==> src/rtl/game_screen_ctrl_if.sv <==
// Signal bundle between the board-facing pager controller and its user:
// raw switch/buttons and auto-advance enable in, screen index and status out.
interface game_screen_ctrl_if;
  logic       sw;
  logic       btnR;
  logic       btnL;
  logic       auto_en;
  logic [3:0] screen;
  logic       active;
  logic       changed;

  modport master (
    output sw, btnR, btnL, auto_en,
    input  screen, active, changed
  );

  modport slave (
    input  sw, btnR, btnL, auto_en,
    output screen, active, changed
  );
endinterface

==> src/rtl/game_screen_ctrl.sv <==
// Game screen pager: synchronises and debounces the board buttons, turns each
// debounced rising edge into a single screen step (with wrap-around), and
// optionally auto-advances on a slideshow timer while the game switch is on.
module game_screen_ctrl #(
  parameter int NUM_SCREENS     = 11,
  parameter int DEBOUNCE_CYCLES = 50000,
  parameter int AUTO_CYCLES     = 100000000
) (
  input  logic                clk,
  input  logic                rst,
  game_screen_ctrl_if.slave   bus
);

  localparam int DW = $clog2(DEBOUNCE_CYCLES);
  localparam int TW = $clog2(AUTO_CYCLES);

  localparam logic [DW-1:0] DEB_LAST    = DW'(DEBOUNCE_CYCLES - 1);
  localparam logic [TW-1:0] TMR_LAST    = TW'(AUTO_CYCLES - 1);
  localparam logic [3:0]    LAST_SCREEN = 4'(NUM_SCREENS);
  localparam logic [3:0]    FIRST_SCREEN = 4'd1;

  typedef enum logic {IDLE, RUN} state_t;

  // Button vectors: bit 0 = btnR (next), bit 1 = btnL (previous).
  localparam int BR = 0;
  localparam int BL = 1;

  logic                  sw_s1_q, sw_s2_q;
  logic [1:0]            btn_s1_q, btn_s2_q;
  logic [1:0]            deb_q, deb_d;
  logic [1:0]            deb_dly_q;
  logic [1:0][DW-1:0]    deb_cnt_q, deb_cnt_d;
  logic [1:0]            press;

  state_t                state_q, state_d;
  logic [3:0]            screen_q, screen_d;
  logic [TW-1:0]         timer_q, timer_d;
  logic                  active_q, active_d;
  logic                  changed_q, changed_d;

  logic [3:0]            screen_next;
  logic [3:0]            screen_prev;

  // Debounce: the level only follows the synced input after it has
  // disagreed for DEBOUNCE_CYCLES consecutive cycles.
  always_comb begin
    // NOTE: every combinational output gets a default first so no path leaves
    // it unassigned, which would otherwise infer a latch.
    deb_d     = deb_q;
    deb_cnt_d = deb_cnt_q;
    for (int i = 0; i < 2; i++) begin
      if (btn_s2_q[i] == deb_q[i]) begin
        deb_cnt_d[i] = '0;
      end else if (deb_cnt_q[i] == DEB_LAST) begin
        deb_d[i]     = btn_s2_q[i];
        deb_cnt_d[i] = '0;
      end else begin
        deb_cnt_d[i] = deb_cnt_q[i] + 1'b1;
      end
    end
  end

  // One pulse per debounced press; releases are ignored.
  assign press       = deb_q & ~deb_dly_q;
  assign screen_next = (screen_q == LAST_SCREEN)  ? FIRST_SCREEN : screen_q + 4'd1;
  assign screen_prev = (screen_q == FIRST_SCREEN) ? LAST_SCREEN  : screen_q - 4'd1;

  // Next-state logic: switch first, then simultaneous presses, R, L, auto tick.
  always_comb begin
    state_d  = state_q;
    screen_d = screen_q;
    timer_d  = timer_q;
    unique case (state_q)
      IDLE: begin
        timer_d = '0;
        if (sw_s2_q) begin
          state_d  = RUN;
          screen_d = FIRST_SCREEN;
        end
      end
      RUN: begin
        if (!sw_s2_q) begin
          state_d  = IDLE;
          screen_d = '0;
          timer_d  = '0;
        end else if (press[BR] && press[BL]) begin
          timer_d = '0;
        end else if (press[BR]) begin
          screen_d = screen_next;
          timer_d  = '0;
        end else if (press[BL]) begin
          screen_d = screen_prev;
          timer_d  = '0;
        end else if (bus.auto_en && timer_q == TMR_LAST) begin
          screen_d = screen_next;
          timer_d  = '0;
        end else if (bus.auto_en) begin
          timer_d = timer_q + 1'b1;
        end else begin
          timer_d = '0;
        end
      end
      default: begin
        state_d  = IDLE;
        screen_d = '0;
        timer_d  = '0;
      end
    endcase
    active_d  = (state_d == RUN);
    changed_d = (screen_d != screen_q);
  end

  // All state: synchronisers, debouncers, FSM and registered outputs.
  always_ff @(posedge clk) begin
    // NOTE: sequential state uses non-blocking assignments so every flop
    // samples the pre-edge values regardless of statement order.
    if (rst) begin
      sw_s1_q   <= 1'b0;
      sw_s2_q   <= 1'b0;
      btn_s1_q  <= '0;
      btn_s2_q  <= '0;
      deb_q     <= '0;
      deb_dly_q <= '0;
      deb_cnt_q <= '0;
      state_q   <= IDLE;
      screen_q  <= '0;
      timer_q   <= '0;
      active_q  <= 1'b0;
      changed_q <= 1'b0;
    end else begin
      sw_s1_q   <= bus.sw;
      sw_s2_q   <= sw_s1_q;
      btn_s1_q  <= {bus.btnL, bus.btnR};
      btn_s2_q  <= btn_s1_q;
      deb_q     <= deb_d;
      deb_dly_q <= deb_q;
      deb_cnt_q <= deb_cnt_d;
      state_q   <= state_d;
      screen_q  <= screen_d;
      timer_q   <= timer_d;
      active_q  <= active_d;
      changed_q <= changed_d;
    end
  end

  assign bus.screen  = screen_q;
  assign bus.active  = active_q;
  assign bus.changed = changed_q;

endmodule

==> src/flat_wrapper.sv <==
// flat-port wrapper written by rule: the top's interface ports become plain ports
module game_screen_ctrl_flat 
#(
  parameter int NUM_SCREENS     = 11,
  parameter int DEBOUNCE_CYCLES = 50000,
  parameter int AUTO_CYCLES     = 100000000
)
  (clk, rst, bus_sw, bus_btnR, bus_btnL, bus_auto_en, bus_screen, bus_active, bus_changed);
  game_screen_ctrl_if bus_i ();
  input  logic clk;
  input  logic rst;
  input wire logic [$bits(bus_i.sw)-1:0] bus_sw;
  input wire logic [$bits(bus_i.btnR)-1:0] bus_btnR;
  input wire logic [$bits(bus_i.btnL)-1:0] bus_btnL;
  input wire logic [$bits(bus_i.auto_en)-1:0] bus_auto_en;
  output wire logic [$bits(bus_i.screen)-1:0] bus_screen;
  output wire logic [$bits(bus_i.active)-1:0] bus_active;
  output wire logic [$bits(bus_i.changed)-1:0] bus_changed;
  assign bus_i.sw = bus_sw;
  assign bus_i.btnR = bus_btnR;
  assign bus_i.btnL = bus_btnL;
  assign bus_i.auto_en = bus_auto_en;
  assign bus_screen = bus_i.screen;
  assign bus_active = bus_i.active;
  assign bus_changed = bus_i.changed;
  game_screen_ctrl #(.NUM_SCREENS(NUM_SCREENS), .DEBOUNCE_CYCLES(DEBOUNCE_CYCLES), .AUTO_CYCLES(AUTO_CYCLES)) u_core (.clk(clk), .rst(rst), .bus(bus_i));
endmodule
==> config.mk <==
export PLATFORM = sky130hd
export DESIGN_NAME = game_screen_ctrl_flat
export DESIGN_NICKNAME = d
export VERILOG_FILES = /design/src/rtl/game_screen_ctrl_if.sv /design/src/rtl/game_screen_ctrl.sv /design/src/flat_wrapper.sv
export SDC_FILE = /design/constraint.sdc
export NUM_CORES = 1
export LEC_CHECK = 0
export ABC_AREA = 1
export CELL_PAD_IN_SITES_DETAIL_PLACEMENT = 0
export CELL_PAD_IN_SITES_GLOBAL_PLACEMENT = 1
export CORE_MARGIN = 2
export CORE_UTILIZATION = 48
export DETAILED_ROUTE_END_ITERATION = 7
export GPL_ROUTABILITY_DRIVEN = 0
export PLACE_DENSITY_LB_ADDON = 0.1
export SYNTH_ARGS = -nofsm -noshare
export SYNTH_HDL_FRONTEND = slang
export SYNTH_SLANG_ARGS = --single-unit
==> constraint.sdc <==
create_clock -name clk -period 2.8 [get_ports clk]
set_clock_uncertainty 0.05 [all_clocks]
set_input_delay 0.84 -clock clk [delete_from_list [all_inputs] [get_ports clk]]
set_output_delay 0.84 -clock clk [all_outputs]
set_load 0.005 [all_outputs]
==> results of run 1 <==
final timing paths:
| path | from | to | slack [ns] | depth (start not counted) |
|---|---|---|---|---|
| worst min register to register | u_core.btn_s1_q[0] | u_core.btn_s2_q[0] | 0.36 | 2 |
| worst max-delay path | bus_auto_en | u_core.bus.changed | 0.46 | 16 |
| worst max register to register | u_core.timer_q[0] | u_core.timer_q[26] | 0.67 | 14 |
| worst min-delay path | u_core.btn_s1_q[0] | u_core.btn_s2_q[0] | 0.36 | 2 |
logic make-up (layout without fill, tap and decap cells):
| family | Yosys count | in the layout | synth area share, % |
|---|---|---|---|
| AND/OR/NAND/NOR | 272 | 272 | 34.3 |
| buffers and inverters | 90 | 114 | 9.36 |
| flip-flops | 75 | 75 | 41.2 |
| AO/OA/AOI/OAI | 70 | 70 | 10.3 |
| XOR/XNOR | 12 | 12 | 2.88 |
| adder cells (fa/ha/maj) | 6 | 6 | 2.06 |
placed cells by master (no fill, tap or decap), types with 2 or more instances in the layout:
cell type and n:
clkbuf_1 3, bufinv_16 2, a31oi_1 3, nand3_1 34, nor3b_1 5, dfxtp_1 75
nor2_1 77, buf_4 4, xnor2_1 3, clkdlybuf4s50_1 11, nor4_1 5, nand4_1 11
inv_1 82, ha_1 6, nand2_1 102, clkbuf_8 10, xor2_1 9, nor2_4 3
nand2_2 3, o21ai_0 18, nor2_2 3, a21oi_1 42, o21a_1 4, nor3_1 21
per-layer routing:
layer,up-vias,share of wire [%],wire length (um)
li1,1718,-,-
met1,1403,51,3470
met5,-,0,0
met3,8,2.5,166
met4,0,1.7,117
met2,44,44,3010
Yosys cell counts, types with 3 or more instances:
| library cell | count |
|---|---|
| dfxtp_1 | 75 |
| xnor2_1 | 3 |
| ha_1 | 6 |
| clkbuf_1 | 3 |
| buf_2 | 3 |
| nand3_1 | 34 |
| inv_1 | 82 |
| nor4_1 | 5 |
| nand2_1 | 102 |
| nor3_1 | 21 |
| nand4_1 | 11 |
| nor2_2 | 3 |
| nand2_2 | 3 |
| nor2_4 | 3 |
| a31oi_1 | 3 |
| nor2_1 | 77 |
| o21ai_0 | 18 |
| a21oi_1 | 42 |
| xor2_1 | 9 |
| nor3b_1 | 5 |
| o21a_1 | 4 |
sequential cells by signal, summed over array words and instances (netlist names):
register and count:
u_core.timer_q 27, u_core.btn_s1_q 2, u_core.sw_s1_q 1, u_core.state_q 1, u_core.deb_q 2, u_core.btn_s2_q 2, u_core.sw_s2_q 1, u_core.deb_dly_q 2
u_core.deb_cnt_q 32, u_core.bus.changed 1, u_core.bus.screen 4
through the flow:
step | cell area [um2] | util, % | hold WS (ns) | setup slack [ns] | power (W)
final | 4110 | 56.4 | 0.356 | 0.458 | 0.00202
after global routing | 4110 | 56.4 | 0.377 | 0.277 | 0.00210
after floorplan | 3650 | - | 0.338 | 0.766 | 0.00113
after detailed placement | 3900 | 53.5 | 0.349 | 0.121 | 0.00115
after CTS | 4110 | 56.4 | 0.359 | 0.479 | 0.00205
after global placement | 3900 | 53.5 | 0.340 | 0.163 | 0.00115
worst reg2reg max path, cell delays in order (launching register included):
cell     delay (ns)
dfxtp_1        0.35
ha_1           0.17
nand2_1        0.09
nor2_2         0.16
nand2_2        0.14
nor2_4         0.13
nand4_2        0.12
nor2_4         0.16
nand2_2        0.09
nor2_4         0.13
nand2_4        0.08
nor2_2         0.10
nand2_1        0.08
o21ai_1        0.12
a21oi_1        0.05
final cells by class:
cell class | count | share of cell area [%]
multi-input cells | 360 | 43.9
flip-flops and latches | 75 | 36.5
inverters | 83 | 7.58
repair buffers | 16 | 3.90
clock buffers | 13 | 3.62
well taps | 99 | 3.01
clock inverters | 2 | 1.46
power by group through the flow:
stage          sequential, W  clock [W]  combinational (W)
2_1_floorplan        0.00110          0          0.0000277
3_3_place_gp         0.00110          0          0.0000480
3_5_place_dp         0.00110          0          0.0000483
4_1_cts              0.00108   0.000922          0.0000485
5_1_grt              0.00108   0.000963          0.0000555
6_report             0.00108   0.000890          0.0000479
==> impl_metrics.toml, run 1 <==
[routing]
num_vias = 3173
drc_errors = 0
drt_wl_total_um = 6770
wire_per_inst_um = 10.4
ant_nets = 0
first_pass_iters = 5
via_per_inst = 4.90
drtIter0Drc = 101

[timing]
fin_crit_sh_pct = 83.6
final_hold_viol_count = 0
finalSetupViolCount = 0
final.min_clock_period_ns = 2.34
relSlewSlack_pct = 69.1
worst_slew_pin_slew_ns = 0.459
max_freq_mhz = 427
setup_tns_ns = 0
slew_violations = 0
rsz0062_at_grt = "false"

[worst_setup_path]
startpoint_type = "input pin"
path_cells = "clkdlybuf4s50_1 > nand2_1 > nor2_1 > nand2_1 > nor2_1 > nand2_2 > nand3_1 > nand3_1 > nand2_1 > nand2_1 > nand2_1 > nand2_1 > nand2_1 > nand2_1 > nor2_1 > nor2_1"
critPathCaptureType = "flip-flop"
worst_ep_required_time_ns = 2.99
crit_path_max_incr_delay_ns = 0.49
worstPathArrival_ns = 2.53
cp_top_family = "simple AND/OR/NAND/NOR gates"
cpMaxStageDelayCell = "clkdlybuf4s50_1"
critPathKind = "input pin to flip-flop"
crit_fanout = 4
crit_buf_inv = 1
crit_path_frequent_cell = "nand2_1"

[logic_synthesis]
synthCells = 525
synth_top_area_cell = "dfxtp_1"
synth_edf_count = 0
synth_flop_cell = "dfxtp_1"
yosysTopAreaCellShare_pct = 41.2
yosys.cell_types.count = 34
synthArstFlopShare_pct = 0
syn-num-nets = 537
syn_avg_cell_area_um2 = 6.95
ys_ff_latch = 75
yosys-top-cells-area = "dfxtp_1 41%, nand2_1 10%, inv_1 8.4%"
syn_area_mm2 = 0.00365
ys_seq_area_share_pct = 41.2
ys_warn_count = 0

[die]
ioPinCount = 12
die_y_um = 91.2
die_x_um = 91.2
core_mm2 = 0.00729
die_area_mm2 = 0.00831
start_util_pct = 50.0
rows = 31

[grt]
use_met3_pct = 2.99
grt.total_usage_pct = 17.5
met1_usage_pct = 22.7
grt_max_degree = 21
grt_pass1_wl_um = 12000
grt_pass1_vias = 2859
grt_antenna_before_repair = 0
gr-usage-met2_pct = 28.3
busiest_layer = "met2"
grt_overflow = 0

[clock_tree]
clkTransAtPathRegs_ns = 0.07
ctsRootBufferMaster = "clkbuf_8"
cts_tree = "yes"
cts_resized = 0
cts_buffer_depth = 2
cts_buffers = 9
clock-sinks = 75
ctsHoldBuffers = 0
clk_latency_ns = 0.34
cts.htree.levels = 3
post_cts_buffers = 0

[place]
hpwl_um = 5170
dp_cells = 633
port_buffers = 11

[power_and_ir_drop]
intPower_w = 0.00162
p_per_area_mw_per_mm2 = 490
p_sw_share_pct = 19.6
p_comb_share_pct = 2.4
pwr-share-seq_pct = 53.5
leakage_nw = 1.56
ir_worst_vdd_uv = 280
p_sw_w = 0.000396
clock_power_share_pct = 44.1

[cells_and_area]
multi_input_area_mm2 = 0.00181
nNetsFinal = 557
fillerInstances = 742
seqCellArea_mm2 = 0.00150
drive_gt1_share_pct = 6.38
syn2layout_area_growth_pct = 12.7
antenna_cells = 0
fin_cells = 648

[job]
max_cap_violations = 0

[run_status]
status = "complete, no violations"

[worst_hold_path]
min_path_type = "flip-flop to flip-flop"
Power figures use the tool's default switching activity.
==> run 2: changes to the inputs <==
--- a/config.mk
+++ b/config.mk
@@ -9,7 +9,7 @@
 export CELL_PAD_IN_SITES_DETAIL_PLACEMENT = 0
 export CELL_PAD_IN_SITES_GLOBAL_PLACEMENT = 1
 export CORE_MARGIN = 2
-export CORE_UTILIZATION = 48
+export CORE_UTILIZATION = 40
 export DETAILED_ROUTE_END_ITERATION = 7
 export GPL_ROUTABILITY_DRIVEN = 0
 export PLACE_DENSITY_LB_ADDON = 0.1
==> constraint.sdc (replaced) <==
create_clock -name clk -period 2.15 [get_ports clk]
set_clock_uncertainty 0.05 [all_clocks]
set_input_delay 0.645 -clock clk [delete_from_list [all_inputs] [get_ports clk]]
set_output_delay 0.645 -clock clk [all_outputs]
set_load 0.005 [all_outputs]
==> run 2 against run 1 <==
- core utilization fell by 6.5 points
- cell count rose by 4.3%
- via count rose by 2.3%
- global-route usage fell by 1.6 points
- non-clock buffer count rose by 18
- clock power rose by 38%
- combinational power rose by 32%
==> impl_metrics.toml, run 2 (synthesized netlist as in run 1, its figures left out) <==
[die]
start_util_pct = 41.6
ioPinCount = 12
die_area_mm2 = 0.00990
core_mm2 = 0.00876
die_y_um = 99.5
die_x_um = 99.5
rows = 34

[grt]
use_met3_pct = 2.81
grt_antenna_before_repair = 0
grt_overflow = 0
grt_pass1_wl_um = 12900
gr-usage-met2_pct = 24.1
grt_pass1_vias = 3008
grt.total_usage_pct = 15.8
met1_usage_pct = 22.3
busiest_layer = "met2"
grt_max_degree = 20

[cells_and_area]
nNetsFinal = 575
syn2layout_area_growth_pct = 19.9
layout_commonest_cell = "nand2_1"
largest_reg_flops = 32
drive_gt1_share_pct = 13.7
layout_common_cells = "99 x nand2_1, 82 x inv_1, 71 x nor2_1, 69 x dfxtp_1, 42 x a21oi_1"
antenna_cells = 0
fillerInstances = 892
regMostFlops = "u_core.deb_cnt_q"
final_cell_area_mm2 = 0.00438

[routing]
drtIter0Drc = 83
ant_nets = 0
first_pass_iters = 4
via_per_inst = 4.80
drt_wl_total_um = 7220
num_vias = 3245
wire_per_inst_um = 10.7
drc_errors = 0

[power_and_ir_drop]
p_sw_w = 0.000580
p_per_area_mw_per_mm2 = 615
p_sw_share_pct = 21.5
leakage_nw = 1.72
finalPower_w = 0.00269
intPower_w = 0.00211
pwr-share-seq_pct = 52.1
p_comb_share_pct = 2.4
ir_worst_vdd_uv = 289
clock_power_share_pct = 45.6

[job]
max_cap_violations = 0

[place]
placed_area_mm2 = 0.00403
port_buffers = 11
hpwl_um = 5400

[clock_tree]
ctsHoldBuffers = 0
ctsRootBufferMaster = "clkbuf_8"
cts_buffers = 9
clock-sinks = 75
cts.htree.levels = 3
cts_buffer_depth = 2
clkTransAtPathRegs_ns = 0.08
cts_tree = "yes"
clk_latency_ns = 0.34

[worst_setup_path]
critPathCaptureType = "output port"
rrSetupSlack_ns = 0.15
crit_fanout = 4
worst_ep_required_time_ns = 1.45
worstPathArrival_ns = 1.39
startpoint_type = "flip-flop"
critPathKind = "flip-flop to output port"

[timing]
final_hold_viol_count = 0
max_freq_mhz = 479
worst_slew_pin_slew_ns = 0.370
rsz0062_at_grt = "true"
slew_violations = 0
fin_crit_sh_pct = 97.0
final.min_clock_period_ns = 2.09
relSlewSlack_pct = 75.1
finalSetupViolCount = 0

[worst_hold_path]
min_path_type = "flip-flop to flip-flop"

[run_status]
status = "complete, no violations"
## run 2: cell types whose count changed in the layout (fill, tap and decap cells not counted), sizes merged
cell,previous run,this run
buf,5,23
clkbuf,13,10
clkinv,0,2
clkinvlp,0,2
clkdlybuf4s50,11,10
dlymetal6s2s,0,1
## run 2: critical path, cell delays in order, from the launching register on
cell and delay, ns:
dfxtp_1 0.41, buf_4 0.15, clkdlybuf4s50_1 0.49
## run 2: layer usage
metal,vias to the layer above,wire length [um]
met5,-,0
met4,0,99
met3,11,196
met2,39,3180
li1,1760,-
met1,1435,3740
## run 2: final timing paths
check	from	to	cells past startpoint
worst max-delay path	u_core.bus.screen[1]	bus_screen[1]	2
worst min-delay path	u_core.sw_s1_q	u_core.sw_s2_q	2
worst max register to register	u_core.timer_q[0]	u_core.timer_q[26]	14
worst min register to register	u_core.sw_s1_q	u_core.sw_s2_q	2
## run 2: cell type report
cell class	instances	area, um2	share of cell area, %
Sequential cell	75	1510	34.5
Clock inverter	6	88.8	2.03
Timing Repair Buffer	34	298	6.81
Tap cell	108	135	3.09
Clock buffer	10	138	3.15
Inverter	83	312	7.12
Multi-Input combinational cell	360	1890	43.3
## run 2: metrics by stage
stage | utilization [%] | hold slack [ns] | setup TNS [ns] | cells | worst slack, ns
floorplan | - | 0.338 | 0 | 525 | 0.283
global placement | 46.0 | 0.340 | -6.01 | 658 | -0.309
detailed placement | 46.0 | 0.348 | -6.20 | 658 | -0.310
CTS | 48.6 | 0.356 | 0 | 674 | 0.0254
global route | 49.9 | 0.374 | -0.0317 | 676 | -0.0210
finish | 49.9 | 0.355 | 0 | 676 | 0.0639
## run 2: repair_timing
action	4_1_cts	5_1_grt
resized for setup	0	29
setup buffers	0	2
setup endpoints to repair	0	23
## run 2: power groups by stage
stage | Combinational [W] | Sequential (W) | Clock (W)
after floorplan | 0.0000360 | 0.00144 | 0
after global placement | 0.0000649 | 0.00144 | 0
after detailed placement | 0.0000650 | 0.00144 | 0
after CTS | 0.0000653 | 0.00140 | 0.00128
after global routing | 0.0000740 | 0.00140 | 0.00132
final | 0.0000633 | 0.00140 | 0.00123
==> run 3: changes to the inputs <==
--- a/config.mk
+++ b/config.mk
@@ -9,7 +9,7 @@
 export CELL_PAD_IN_SITES_DETAIL_PLACEMENT = 0
 export CELL_PAD_IN_SITES_GLOBAL_PLACEMENT = 1
 export CORE_MARGIN = 2
-export CORE_UTILIZATION = 40
+export CORE_UTILIZATION = 48
 export DETAILED_ROUTE_END_ITERATION = 7
 export GPL_ROUTABILITY_DRIVEN = 0
 export PLACE_DENSITY_LB_ADDON = 0.1
==> constraint.sdc (replaced) <==
create_clock -name clk -period 2.6 [get_ports clk]
set_clock_uncertainty 0.05 [all_clocks]
set_input_delay 0.78 -clock clk [delete_from_list [all_inputs] [get_ports clk]]
set_output_delay 0.78 -clock clk [all_outputs]
set_load 0.005 [all_outputs]
==> run 3 against run 2 <==
- cell count is 4.1% lower
- largest cell class unchanged
- register-to-register slack better by 0.31 ns
- setup slack better by 0.23 ns
- wire length is 4.7% lower
- highest routed layer unchanged
- combinational power is 17% lower
- flip-flop and latch count stayed put
- design area is 5.7% lower
- total power is 19% lower
- worst hold slack better by 0.0018 ns
- critical path depth is 9 higher
==> impl_metrics.toml, run 3 (synthesized netlist as in run 1, its figures left out) <==
[grt]
grt.total_usage_pct = 18.1
grt_antenna_before_repair = 0
grt_max_degree = 13
grt_pass1_wl_um = 12500
grt_pass1_vias = 2917
grt_overflow = 0

[timing]
relSlewSlack_pct = 67.6
final_hold_viol_count = 0
finalSetupViolCount = 0
max_freq_mhz = 434
final.min_clock_period_ns = 2.31
rsz0062_at_grt = "false"
worst_slew_pin_slew_ns = 0.483
fin_crit_sh_pct = 88.7
slew_violations = 0
setup_ws_ns = 0.294

[clock_tree]
clkTransAtPathRegs_ns = 0.07
ctsRootBufferMaster = "clkbuf_8"
clk_latency_ns = 0.34
ctsHoldBuffers = 0
cts_resized = 0
clock-sinks = 75
cts_buffer_depth = 2
post_cts_buffers = 0
cts.htree.levels = 3
cts_tree = "yes"
cts_buffers = 9

[power_and_ir_drop]
p_per_area_mw_per_mm2 = 530
p_sw_share_pct = 19.3
clock_power_share_pct = 44.5
p_comb_share_pct = 2.4
leakage_nw = 1.57
finalPower_w = 0.00219
p_sw_w = 0.000422
pwr-share-seq_pct = 53.1
intPower_w = 0.00176
ir_worst_vdd_uv = 337

[routing]
num_vias = 3170
drt_wl_total_um = 6880
wl_met2_um = 3100
ant_nets = 0
m1WireLength_um = 3440
via_per_inst = 4.89
wire_per_inst_um = 10.6
first_pass_iters = 4
drtIter0Drc = 145
dr.max_layer_used = "met4"
wl_met3_um = 231
drc_errors = 0

[die]
die_y_um = 91.2
die_x_um = 91.2
die_area_mm2 = 0.00831
core_mm2 = 0.00729
start_util_pct = 50.0
ioPinCount = 12
rows = 31

[cells_and_area]
antenna_cells = 0
final_cell_area_mm2 = 0.00413
regMostFlops = "u_core.deb_cnt_q"
drive_gt1_share_pct = 6.74
layout_commonest_cell = "nand2_1"
syn2layout_area_growth_pct = 13.1
nNetsFinal = 558
post-route-util_pct = 56.6
layout_common_cells = "102 x nand2_1, 82 x inv_1, 77 x nor2_1, 75 x dfxtp_1, 42 x a21oi_1"
largest_reg_flops = 32

[worst_setup_path]
rrSetupSlack_ns = 0.46
critPathLaunch = "bus_auto_en"
worstPathArrival_ns = 2.52
r2r_end = "u_core.timer_q[26]"
critPathKind = "input pin to flip-flop"
crit_fanout = 8
critPathCaptureType = "flip-flop"
crit_end = "u_core.timer_q[15]"
r2r_cells = 14
startpoint_type = "input pin"
r2r-start = "u_core.timer_q[0]"
worst_ep_required_time_ns = 2.81

[place]
placed_area_mm2 = 0.00391
port_buffers = 11
dp_slack_ns = -0.0539
hpwl_um = 5250

[run_status]
status = "complete, no violations"

[job]
max_cap_violations = 0

[worst_hold_path]
min_path_type = "flip-flop to flip-flop"
## run 3: worst min-delay path by stage
stage | cells past startpoint | endpoint | start
after floorplan | 2 | u_core.btn_s2_q[0] | u_core.btn_s1_q[0]
after global placement | 2 | u_core.btn_s2_q[0] | u_core.btn_s1_q[0]
after detailed placement | 2 | u_core.btn_s2_q[0] | u_core.btn_s1_q[0]
after CTS | 2 | u_core.btn_s2_q[0] | u_core.btn_s1_q[0]
after global routing | 2 | u_core.btn_s2_q[1] | u_core.btn_s1_q[1]
final | 2 | u_core.btn_s2_q[0] | u_core.btn_s1_q[0]
## run 3: layer usage
layer	global-route usage, %	up-vias
met5	0	-
met4	8.59	0
met3	2.99	11
met2	29.3	38
met1	23.7	1395
li1	-	1726
## run 3: cell type report
| class | count | area [um2] |
|---|---|---|
| clock inverter | 2 | 60.1 |
| inverter | 83 | 312 |
| tap | 99 | 124 |
| timing repair buffer | 17 | 168 |
| clock buffer | 12 | 155 |
| sequential | 75 | 1500 |
| fill | 735 | 3170 |
| multi-input combinational | 360 | 1810 |
## run 3: critical path, cell delays in order
cell             delay [ns]
clkdlybuf4s50_1        0.43
nand2_1                0.08
nor2_1                 0.05
nand2_1                0.06
nor2_1                 0.05
nand2_2                0.09
nand3_2                0.10
nor4_4                 0.38
inv_2                  0.12
buf_4                  0.19
a211oi_2               0.18
## run 3: through the flow
stage / TNS [ns] / hold slack [ns] / std cells
finish: 0 / 0.357 / 648
global route: 0 / 0.388 / 648
CTS: 0 / 0.358 / 648
detailed placement: -0.127 / 0.346 / 634
global placement: 0 / 0.343 / 634
floorplan: 0 / 0.338 / 525
## run 3: power groups by stage
stage / Sequential (W) / Combinational, W / Clock (W)
floorplan: 0.00119 / 0.0000298 / 0
detailed placement: 0.00119 / 0.0000525 / 0
global placement: 0.00119 / 0.0000520 / 0
finish: 0.00116 / 0.0000523 / 0.000973
CTS: 0.00116 / 0.0000530 / 0.00101
global route: 0.00116 / 0.0000609 / 0.00105
